## src/rtl/hart_pkg.sv

```systemverilog
// Shared constants and types for the rv6 hart hazard/forwarding slice.
package hart_pkg;

  // Register x0 is hardwired to zero, so it never creates a dependency.
  localparam int X0     = 0;

  // Back-end stage indices. A lower index is a younger instruction.
  localparam int ST_EX  = 0;
  localparam int ST_MEM = 1;
  localparam int ST_WB  = 2;

  // Width of a stage-index select. Never returns less than one bit.
  function automatic int sel_w(input int nstg);
    return (nstg > 1) ? $clog2(nstg) : 1;
  endfunction

  // Per-operand result from the priority matcher.
  typedef struct packed {
    logic matched;  // some live back-end stage writes this source
    logic fwd_ok;   // the winning producer can feed EX through forwarding
    logic hz;       // a producer exists but cannot forward: ID must hold
  } match_rsp_t;

endpackage

```

## src/rtl/hazard_fwd_unit_match.sv

```systemverilog
// Per-operand priority matcher. It compares one ID source register against
// every back-end destination. The youngest live writer wins.
module hfu_match
  import hart_pkg::*;
#(
  parameter int NSTG = 3,
  parameter int RAW  = 5,
  parameter int SELW = sel_w(NSTG)
) (
  input  logic [RAW-1:0]            rs,
  input  logic                      rs_use,
  input  logic                      early,
  input  logic [NSTG-1:0][RAW-1:0]  bk_rd,
  input  logic [NSTG-1:0]           bk_wr,
  input  logic [NSTG-1:0]           bk_ld,
  input  logic [NSTG-1:0]           bub,
  output match_rsp_t                rsp,
  output logic [SELW-1:0]           win
);

  logic [NSTG-1:0] hit;
  logic            ld_win;

  // A stage can source this operand only if it holds a real instruction
  // that writes a non-x0 register equal to the source.
  genvar gi;
  generate
    for (gi = 0; gi < NSTG; gi++) begin : g_hit
      assign hit[gi] = rs_use & bk_wr[gi] & ~bub[gi] &
                       (bk_rd[gi] == rs) & (bk_rd[gi] != RAW'(X0));
    end
  endgenerate

  // Scan from oldest to youngest so the lowest matching index is the last one written.
  always_comb begin
    rsp.matched = 1'b0;
    win         = '0;
    ld_win      = 1'b0;
    for (int i = NSTG - 1; i >= 0; i--) begin
      if (hit[i]) begin
        rsp.matched = 1'b1;
        win         = SELW'(i);
        ld_win      = bk_ld[i];
      end
    end
    rsp.fwd_ok = rsp.matched & ~early & ~ld_win;
    rsp.hz     = rsp.matched & ~rsp.fwd_ok;
  end

endmodule

```

## src/rtl/hazard_fwd_unit.sv

```systemverilog
// Hazard and forwarding unit. It sits beside ID, injects bubbles on
// unresolvable RAW hazards, registers the EX forwarding selects and counts
// data-hazard stall cycles.
module hazard_fwd_unit
  import hart_pkg::*;
#(
  parameter int NSRC = 2,
  parameter int NSTG = 3,
  parameter int RAW  = 5,
  parameter int SELW = sel_w(NSTG),
  parameter int CNTW = 32
) (
  input  logic                 clk,
  input  logic                 rst_n,
  input  logic                 ext_stall,
  input  logic                 amo_req,
  input  logic                 amo_ack,
  input  logic [NSRC*RAW-1:0]  id_rs,
  input  logic [NSRC-1:0]      id_rs_use,
  input  logic                 id_early,
  input  logic [NSTG*RAW-1:0]  bk_rd,
  input  logic [NSTG-1:0]      bk_wr,
  input  logic [NSTG-1:0]      bk_ld,
  output logic                 stall_if,
  output logic                 stall_fe,
  output logic [NSTG-1:0]      stall_be,
  output logic [NSTG-1:0]      bub,
  output logic [NSRC-1:0]      fw_en,
  output logic [NSRC*SELW-1:0] fw_sel,
  output logic [CNTW-1:0]      stall_cnt
);

  logic [NSRC-1:0][RAW-1:0]  rs_a;
  logic [NSTG-1:0][RAW-1:0]  rd_a;
  match_rsp_t [NSRC-1:0]     rsp;
  logic [NSRC-1:0][SELW-1:0] win;
  logic [NSRC-1:0]           hz;
  logic [NSRC-1:0]           fwd_ok;
  logic                      frz;
  logic                      dh;

  logic [NSTG-1:0]           bub_q;
  logic [NSRC-1:0]           fw_en_q;
  logic [NSRC-1:0][SELW-1:0] fw_sel_q;
  logic [CNTW-1:0]           cnt_q;

  assign rs_a = id_rs;
  assign rd_a = bk_rd;

  hfu_match #(.NSTG(NSTG), .RAW(RAW), .SELW(SELW)) u_match [NSRC-1:0] (
    .rs     (rs_a),
    .rs_use (id_rs_use),
    .early  ({NSRC{id_early}}),
    .bk_rd  ({NSRC{rd_a}}),
    .bk_wr  ({NSRC{bk_wr}}),
    .bk_ld  ({NSRC{bk_ld}}),
    .bub    ({NSRC{bub_q}}),
    .rsp    (rsp),
    .win    (win)
  );

  // Split the matcher responses into per-operand hazard and forward vectors.
  always_comb begin
    hz     = '0;
    fwd_ok = '0;
    for (int j = 0; j < NSRC; j++) begin
      hz[j]     = rsp[j].hz;
      fwd_ok[j] = rsp[j].fwd_ok;
    end
  end

  // Reset counts as a freeze, so the front end is held during the reset cycle.
  assign frz      = ~rst_n | ext_stall | (amo_req & ~amo_ack);
  assign dh       = |hz;
  assign stall_be = {NSTG{frz}};
  assign stall_fe = frz | dh;
  assign stall_if = frz | dh | amo_req;

  assign bub       = bub_q;
  assign fw_en     = fw_en_q;
  assign fw_sel    = fw_sel_q;
  assign stall_cnt = cnt_q;

  // Bubble shift register, forwarding registers and stall counter. All of
  // them hold while the pipe is frozen.
  always_ff @(posedge clk) begin
    if (!rst_n) begin
      bub_q    <= '1;
      fw_en_q  <= '0;
      fw_sel_q <= '0;
      cnt_q    <= '0;
    end else if (!frz) begin
      bub_q <= NSTG'({bub_q, dh});
      if (dh) begin
        // ID holds and a bubble enters EX. The bubble carries no operands.
        fw_en_q <= '0;
        cnt_q   <= cnt_q + CNTW'(1);
      end else begin
        fw_en_q  <= fwd_ok;
        fw_sel_q <= win;
      end
    end
  end

endmodule

```

## config.mk

```make
export PLATFORM = sky130hd
export DESIGN_NAME = hazard_fwd_unit
export DESIGN_NICKNAME = d
export VERILOG_FILES = /design/src/rtl/hart_pkg.sv /design/src/rtl/hazard_fwd_unit_match.sv /design/src/rtl/hazard_fwd_unit.sv
export SDC_FILE = /design/constraint.sdc
export NUM_CORES = 1
export LEC_CHECK = 0
export ABC_AREA = 1
export CORE_ASPECT_RATIO = 0.9
export CORE_MARGIN = 2
export CORE_UTILIZATION = 50
export CTS_BUF_LIST = sky130_fd_sc_hd__clkbuf_4
export CTS_CLUSTER_DIAMETER = 150
export DETAILED_ROUTE_END_ITERATION = 8
export PLACE_DENSITY = 0.83
export SETUP_SLACK_MARGIN = 0.3
export SLEW_MARGIN = 0
export SYNTH_ARGS = -nofsm -noshare
export SYNTH_HDL_FRONTEND = slang
export SYNTH_SLANG_ARGS = --single-unit
```

## constraint.sdc

```tcl
create_clock -name clk -period 2.7 [get_ports clk]
set_clock_uncertainty 0.2 [all_clocks]
set_input_delay 0.54 -clock clk [delete_from_list [all_inputs] [get_ports clk]]
set_output_delay 0.54 -clock clk [all_outputs]
set_load 0.01 [all_outputs]
```

# == After elaboration in Yosys (flattened, before gate mapping) ==
# Cells that the tools add are included.
# totals
reg_bits,41
in_bits,39
# classes
n_bitwise,47
mux,19
add_sub_neg,1
reduce_logical,6
eq_ne,6
# ops
cell,n
32-bit by 1-bit adder with 32-bit output (second input constant),1
1-bit bitwise AND,31
5-bit equality test,6
5-bit nonzero test,3
2-bit 2-to-1 mux,7
1-bit 2-to-1 mux,12
1-bit inverter,12
1-bit bitwise OR,4
2-bit AND reduction,2
2-bit OR reduction,1

# == Depth between registers and ports, before layout ==
# Gate-level depths: netlist of run 1.
# depth
word_depth,14
depth_mapped,16
mapped_depth_nobuf,16

# == Modules after synthesis ==
# From an unflattened synthesis of run 1, not the netlist that was laid out.
# unflattened
hier_cells,544
hier_area_um2,3099.2
# by_module_without_submodules
module,area_per_inst_um2,n_inst,cells_per_inst
hazard_fwd_unit,2210.9,1,350
hfu_match,444.2,2,97

# == Worst setup path after synthesis of run 1 ==
# No wires, ideal clock.
# synth_path
path_type,input-to-output
from,input port rst_n
to,output port stall_if
arrival_ns,1.472
slack_ns,0.488
n_path_buf,2
path_stages,7
cell_sequence,buf_4 -> inv_4 -> nor2_4 -> o21ai_2 -> inv_1 -> clkbuf_1 -> nand4_1
# synth_via
elab_chain_len,5
# synth_rtl
item,line,text
from (decl),hazard_fwd_unit.sv:14,"input logic rst_n,"
1-bit inverter,hazard_fwd_unit.sv:73,assign frz = ~rst_n | ext_stall | (amo_req & ~amo_ack);
1-bit bitwise OR (2 in a row),hazard_fwd_unit.sv:73,
1-bit bitwise OR (2 in a row),hazard_fwd_unit.sv:77,assign stall_if = frz | dh | amo_req;
to (decl),hazard_fwd_unit.sv:24,"output logic stall_if,"
# Every way passes these cells.

# == Final worst setup path of run 1 ==
# layout_path
from,input port bk_rd[1]
to,output port stall_if
# layout_via
elab_chain_len,11
word_cells_on_any_way,24
# layout_rtl
item,line,text
from (decl),hazard_fwd_unit.sv:21,"input logic [NSTG*RAW-1:0] bk_rd,"
5-bit equality test,hazard_fwd_unit_match.sv:30,(bk_rd[gi] == rs) & (bk_rd[gi] != RAW'(X0));
1-bit bitwise AND,hazard_fwd_unit_match.sv:29,assign hit[gi] = rs_use & bk_wr[gi] & ~bub[gi] &
1-bit bitwise AND,hazard_fwd_unit_match.sv:30,
1-bit 2-to-1 mux,hazard_fwd_unit_match.sv:40,if (hit[i]) begin
1-bit bitwise AND or 1-bit inverter (tied branches),hazard_fwd_unit_match.sv:46,rsp.fwd_ok = rsp.matched & ~early & ~ld_win;
1-bit bitwise AND,hazard_fwd_unit_match.sv:46,
1-bit inverter,hazard_fwd_unit_match.sv:47,rsp.hz = rsp.matched & ~rsp.fwd_ok;
1-bit bitwise AND,hazard_fwd_unit_match.sv:47,
2-bit OR reduction *,hazard_fwd_unit.sv:74,assign dh = |hz;
1-bit bitwise OR * (2 in a row),hazard_fwd_unit.sv:77,
# Every way passes the cells marked *; elsewhere a longest branch is shown, timed or not.

==> results of run 1 <==
[cells by family after synthesis]
group,Yosys count,share of synthesized area (%)
buffers and inverters,90,12.67
flip-flops,41,26.55
AO/OA/AOI/OAI,41,6.840
XOR/XNOR,3,0.8500
AND/OR/NAND/NOR,365,52.69
adder cells (fa/ha/maj),1,0.4046
[per-layer routing]
layer	routed length (µm)	share of wire, %	up-vias
met5	0	0	-
met4	543	5.0	0
met3	990	9.1	68
met2	4982	46	300
met1	4363	40	1897
li1	-	-	1996
[state kept, by name, indices dropped and copies added (netlist names)]
signal / count
stall_cnt: 32
fw_sel: 4
bub: 3
fw_en: 2
[worst register-to-register path: stages, from the launching register on]
cell and delay (ns):
dfxtp_2 0.35, inv_2 0.07, nand3_2 0.08, nor2_2 0.16
nand2_2 0.09, nor2_4 0.16, nor2_2 0.06, nand2_1 0.09
nand3_2 0.13, buf_4 0.17, buf_6 0.11, buf_6 0.10
buf_6 0.10, buf_4 0.12, buf_4 0.13, buf_6 0.11
buf_6 0.10, inv_2 0.04, nand4_1 0.10, a21oi_1 0.15
[Yosys cell counts]
cell type	instances
xnor2_1	1
nor3_1	8
inv_4	1
nor4_1	3
nand2_4	3
inv_2	6
ha_1	1
xor2_1	2
nand3_2	4
o31ai_1	1
o21ai_0	2
nor2_1	85
nor2_2	6
nand3b_1	1
inv_1	68
o21ai_2	1
a21oi_1	37
and3_1	1
dfxtp_1	41
nand4_1	21
nor3_2	1
buf_2	2
buf_6	4
nand3_1	45
clkbuf_1	4
nand2_2	5
buf_4	5
nor2_4	6
nand2_1	176
[repair_timing]
action                                  in CTS  in global routing
pin swaps                                   36                 46
buffers inserted                            25                  8
endpoints found under the setup margin      42                 15
resized for setup                          138                 78
hold endpoints to repair                     0                  0
gates cloned                                 0                  0
[final cells by class]
cell class	instances	area, µm²	area share, %
well taps	72	90.09	1.937
multi-input cells	410	2059	44.27
flip-flops and latches	41	823.3	17.70
inverters	75	295.3	6.347
clock inverters	2	33.78	0.7262
repair buffers	154	1305	28.05
clock buffers	6	45.04	0.9683
[where the power goes]
part	total, W	leakage [nW]	internal [W]	switching, W
Combinational	0.000291	1.76	0.000123	0.000168
Sequential	0.000618	0.331	0.000613	0.00000561
Clock	0.000410	0.0433	0.000203	0.000207
[worst min-delay path by stage]
stage                  start        to  cells after the start  slack [ns]
floorplan           fw_en[0]  fw_en[0]                      2        0.29
global route        fw_en[1]  fw_en[1]                      2        0.31
detailed placement  fw_en[1]  fw_en[1]                      2        0.25
CTS                 fw_en[1]  fw_en[1]                      2        0.27
finish              fw_en[1]  fw_en[1]                      2        0.27
global placement    fw_en[1]  fw_en[1]                      2        0.25
[metrics by stage]
step                      utilization, %  std cells  power (W)  worst slack, ns  hold slack (ns)
after floorplan                        -        541  0.0007564           0.4876           0.2886
after global placement             69.75        719  0.0008824          -0.6535           0.2528
after global routing               76.93        760   0.001375         -0.04469           0.3089
after CTS                          73.49        752   0.001289           0.1274           0.2712
after detailed placement           69.75        719  0.0008895          -0.7190           0.2523
final                              76.93        760   0.001319        -0.007554           0.2697
==> impl_metrics.toml, run 1 <==
[outcome]
status = "complete, but fails checks"
violations = "negative setup slack"

[synthesis]
syn_area_mm2 = 0.003092
ys_top_cells_by_area = "dfxtp_1 27%, nand2_1 21%, nor2_1 10%"
synth_top_area_share_pct = 26.55
yosys.area.top_type = "dfxtp_1"
ys_seq_area_share_pct = 26.55
yosys_register_bits = 41
syn-instance-count = 541
syn_nets = 581
ys_types = 29
yosys_warnings = 0
avgSynthCellArea_um2 = 5.715

[die]
die_area_mm2 = 0.006830
initial_core_util_pct = 51.13
ioPinCount = 85
die_h_um = 78.60
coreArea_mm2 = 0.006047
row_count = 27
die_w_um = 86.89

[routing]
post_drt_via_cell_ratio = 5.607
drt_iter0_drc = 411
detail_route.first_pass.iterations = 5
drtAntennaViolNets = 0
route.detailed.drc = 0
vias = 4261
wl_mm = 10.88
post_drt_wl_per_cell_um = 14.31

[clock_tree]
clk_path_buf_depth = 2
clk_latency_ns = 0.35
postCtsHoldBufs = 0
cts.sinks = 41
cts_buffers = 5
clk_pin_slew_ns = 0.13
root_buffer = "clkbuf_4"
cts_tree = "yes"
h-tree-depth = 2

[timing]
fmax_ghz = 0.3693
finalHoldViolCount = 0
maxSlewViolCount = 0
fin_ws_ns = -0.007554
setup_viol = 1
tns_ns = -0.007554
rsz0062_at_grt = "true"
period_share_pct = 100.3
worstMarginPinSlew_ns = 0.3862
fin_crit_ns = 2.708
slew_headroom_pct = 74.25

[critical_path]
worstReg2RegStart = "bub[0]"
max_stage_delay_ns = 0.21
cp_slowest_cell = "nand4_1"
critPathLaunchType = "primary input"
crit_arrival_ns = 1.97
reg2reg_to = "fw_en[1]"
critPathTopFamily = "simple AND/OR/NAND/NOR gates"
crit_required_ns = 1.96
cp_cell_sequence = "clkbuf_4 > nor2_4 > nand4_1 > nand2_2 > nor2_4 > a21oi_2 > nand3_2 > nand2_4 > nand4_1 > buf_2"
endpoint = "stall_if"
cp-startpoint = "bk_rd[1]"
crit_buf_inv = 2
path_max_fanout = 5
worstSetupPathDepth = 10
r2r_cells = 19
end_kind = "primary output"
worstSetupPathType = "in -> out"
r2r_slack_ns = 0.02

[layout]
layout-drive-gt1-share_pct = 28.78
final_common_cell = "nand2_1"
nFillCells = 442
stdcell_area_mm2 = 0.004652
layout_common_cells = "168 x nand2_1, 67 x nor2_1, 66 x buf_4"
nets = 727
n_antenna_cell = 0
areaGrowthSynthToFinish_pct = 50.47

[grt]
busiest_layer = "met2"
gr-usage-met2_pct = 47.79
grt_pass1_vias = 3542
grt_pass1_wl_mm = 15.55
use_met1_pct = 35.95
grtUsageTotal_pct = 27.96
grt_overflow_total = 0
grt_max_degree = 36
antenna_found_initial = 0
use_met3_pct = 4.837

[place]
numPortBuffers = 84
place_congestion = 0.9433
place_area_mm2 = 0.004218
hpwlAfterDp_mm = 7.016

[job]
drv_cap = 0

[pwr]
peakVddDrop_v = 0.0002369
p_per_area_mw_per_mm2 = 283.6
leakagePower_nw = 2.130

[worst_hold_path]
hp-class = "reg -> reg"
(Power assumes the default switching activity.)
==> run 2, diff against run 1 <==
- SETUP_SLACK_MARGIN: 0.3 -> 0.02
==> run 2 against run 1 <==
Effect of this change:
- the run now ends clean
- register-to-register slack better by 0.50 ns
- critical endpoint unchanged
- die area unchanged
- non-clock buffer count down 13
- critical path type unchanged
- worst hold slack better by 0.0025 ns
==> impl_metrics.toml, run 2 (synthesized netlist as in run 1, its figures left out) <==
[timing]
slew_headroom_pct = 73.57
fin_ws_ns = 0.01521
maxSlewViolCount = 0
fin_crit_ns = 2.685
finalHoldViolCount = 0
rsz0062_at_grt = "true"
worst_hold_slack_ns = 0.2722
period_share_pct = 99.44
fmax_ghz = 0.3725
setup_viol = 0
worstMarginPinSlew_ns = 0.3965

[routing]
drtAntennaViolNets = 0
post_drt_via_cell_ratio = 5.304
wl_mm = 9.487
route.detailed.drc = 0
detail_route.first_pass.iterations = 6
drt_iter0_drc = 260
post_drt_wl_per_cell_um = 12.70
vias = 3962

[grt]
grt_max_degree = 36
use_met1_pct = 35.70
grt_pass1_vias = 3483
use_met3_pct = 5.573
gr-usage-met2_pct = 44.96
grt_pass1_wl_mm = 15.28
grt_overflow_total = 0
antenna_found_initial = 0
grtUsageTotal_pct = 27.37
busiest_layer = "met2"

[die]
row_count = 27
die_w_um = 86.89
ioPinCount = 85
coreArea_mm2 = 0.006047
die_h_um = 78.60
initial_core_util_pct = 51.13
die_area_mm2 = 0.006830

[worst_hold_path]
min-delay-start = "fw_en[1]"
whs_endpoint = "fw_en[1]"
hold_path_depth = 2
hp-class = "reg -> reg"

[pwr]
leakagePower_nw = 2.049
p_per_area_mw_per_mm2 = 291.3
peakVddDrop_v = 0.0002431
total_power_w = 0.001292

[critical_path]
crit_required_ns = 1.96
critPathLaunchType = "primary input"
r2r_slack_ns = 0.52
cp_slowest_cell = "dlygate4sd2_1"
r2r_cells = 15
crit_buf_inv = 3
end_kind = "primary output"
path_max_fanout = 5
worstReg2RegStart = "bub[1]"
worstSetupPathType = "in -> out"
reg2reg_to = "stall_cnt[3]"
cp_cell_sequence = "dlygate4sd2_1 > inv_1 > nand2_1 > nand4_1 > nor2_2 > nand3_1 > nand2_1 > nand3_2 > nand2_4 > nand4_1 > buf_2"
crit_arrival_ns = 1.94
critPathTopFamily = "simple AND/OR/NAND/NOR gates"
max_stage_delay_ns = 0.24

[clock_tree]
clk_latency_ns = 0.35
h-tree-depth = 2
cts.sinks = 41
clk_pin_slew_ns = 0.12
cts_tree = "yes"
cts_buffers = 5
clk_path_buf_depth = 2
postCtsHoldBufs = 0
root_buffer = "clkbuf_4"

[place]
place_congestion = 0.9433
hpwlAfterDp_mm = 7.016
placedCellCount = 719
post-place-ws_ns = -0.7190
numPortBuffers = 84

[layout]
nFillCells = 499
n_antenna_cell = 0
nets = 714
areaGrowthSynthToFinish_pct = 43.42
largest_reg_flops = 32
final_util_pct = 73.33
final_common_cell = "nand2_1"
layout_common_cells = "174 x nand2_1, 75 x nor2_1, 59 x inv_1"
layout-drive-gt1-share_pct = 21.63
stdcell_count = 747

[outcome]
status = "finished, final reports clean"

[job]
drv_cap = 0
run 2: layout make-up:
cell class	count	area [µm²]	share of cell area, %
clock buffers	6	45.04	1.016
clock inverters	2	33.78	0.7619
flip-flops and latches	41	820.8	18.51
well taps	72	90.09	2.032
inverters	75	289.0	6.518
multi-input cells	410	1964	44.30
repair buffers	141	1191	26.86
run 2: metrics by stage:
| step | TNS [ns] | area [µm²] |
|---|---|---|
| 2_1_floorplan | 0 | 3092 |
| 3_3_place_gp | -6.754 | 4218 |
| 3_5_place_dp | -8.985 | 4218 |
| 4_1_cts | 0 | 4414 |
| 5_1_grt | -0.09510 | 4434 |
| 6_report | 0 | 4434 |
run 2: power by group:
part | internal (W) | switching, W
Clock | 0.000203 | 0.000203
Sequential | 0.000612 | 0.00000531
Combinational | 0.000115 | 0.000153
run 2: per-layer routing:
metal  wire length (µm)  part of all wire, %  up-vias
li1                   -                    -     1968
met3                766                  8.1       31
met5                  0                    0        -
met1               4139                   44     1786
met2               4345                   46      177
met4                236                  2.5        0
run 2: worst max-delay path by stage:
stage                         start  endpoint  slack, ns  cells past startpoint
after floorplan               rst_n  stall_if       0.49                      7
after global placement     bk_rd[1]  stall_if      -0.65                     11
after detailed placement   bk_rd[2]  stall_if      -0.72                     13
after CTS                  bk_rd[0]  stall_if       0.01                     10
after global routing      bk_rd[13]  stall_if      -0.06                     11
final                     bk_rd[11]  stall_if       0.02                     11
run 2: worst register-to-register path: cells and delay by family (launching register included):
family | cells | cell delay, ns
buf+inv | 4 | 0.56
flops | 1 | 0.35
simple gates | 10 | 0.83
compound gates | 1 | 0.14
run 2: timing repair:
action | CTS | global route
buffers inserted | 14 | 6
setup endpoints to repair | 5 | 9
pin swaps | 14 | 21
gates resized for setup | 68 | 57
==> run 3, diff against run 2 <==
- CAP_MARGIN: default -> 20
==> results of run 3 <==
Same layout as run 2: the final DEF is identical, and so are final timing and power.
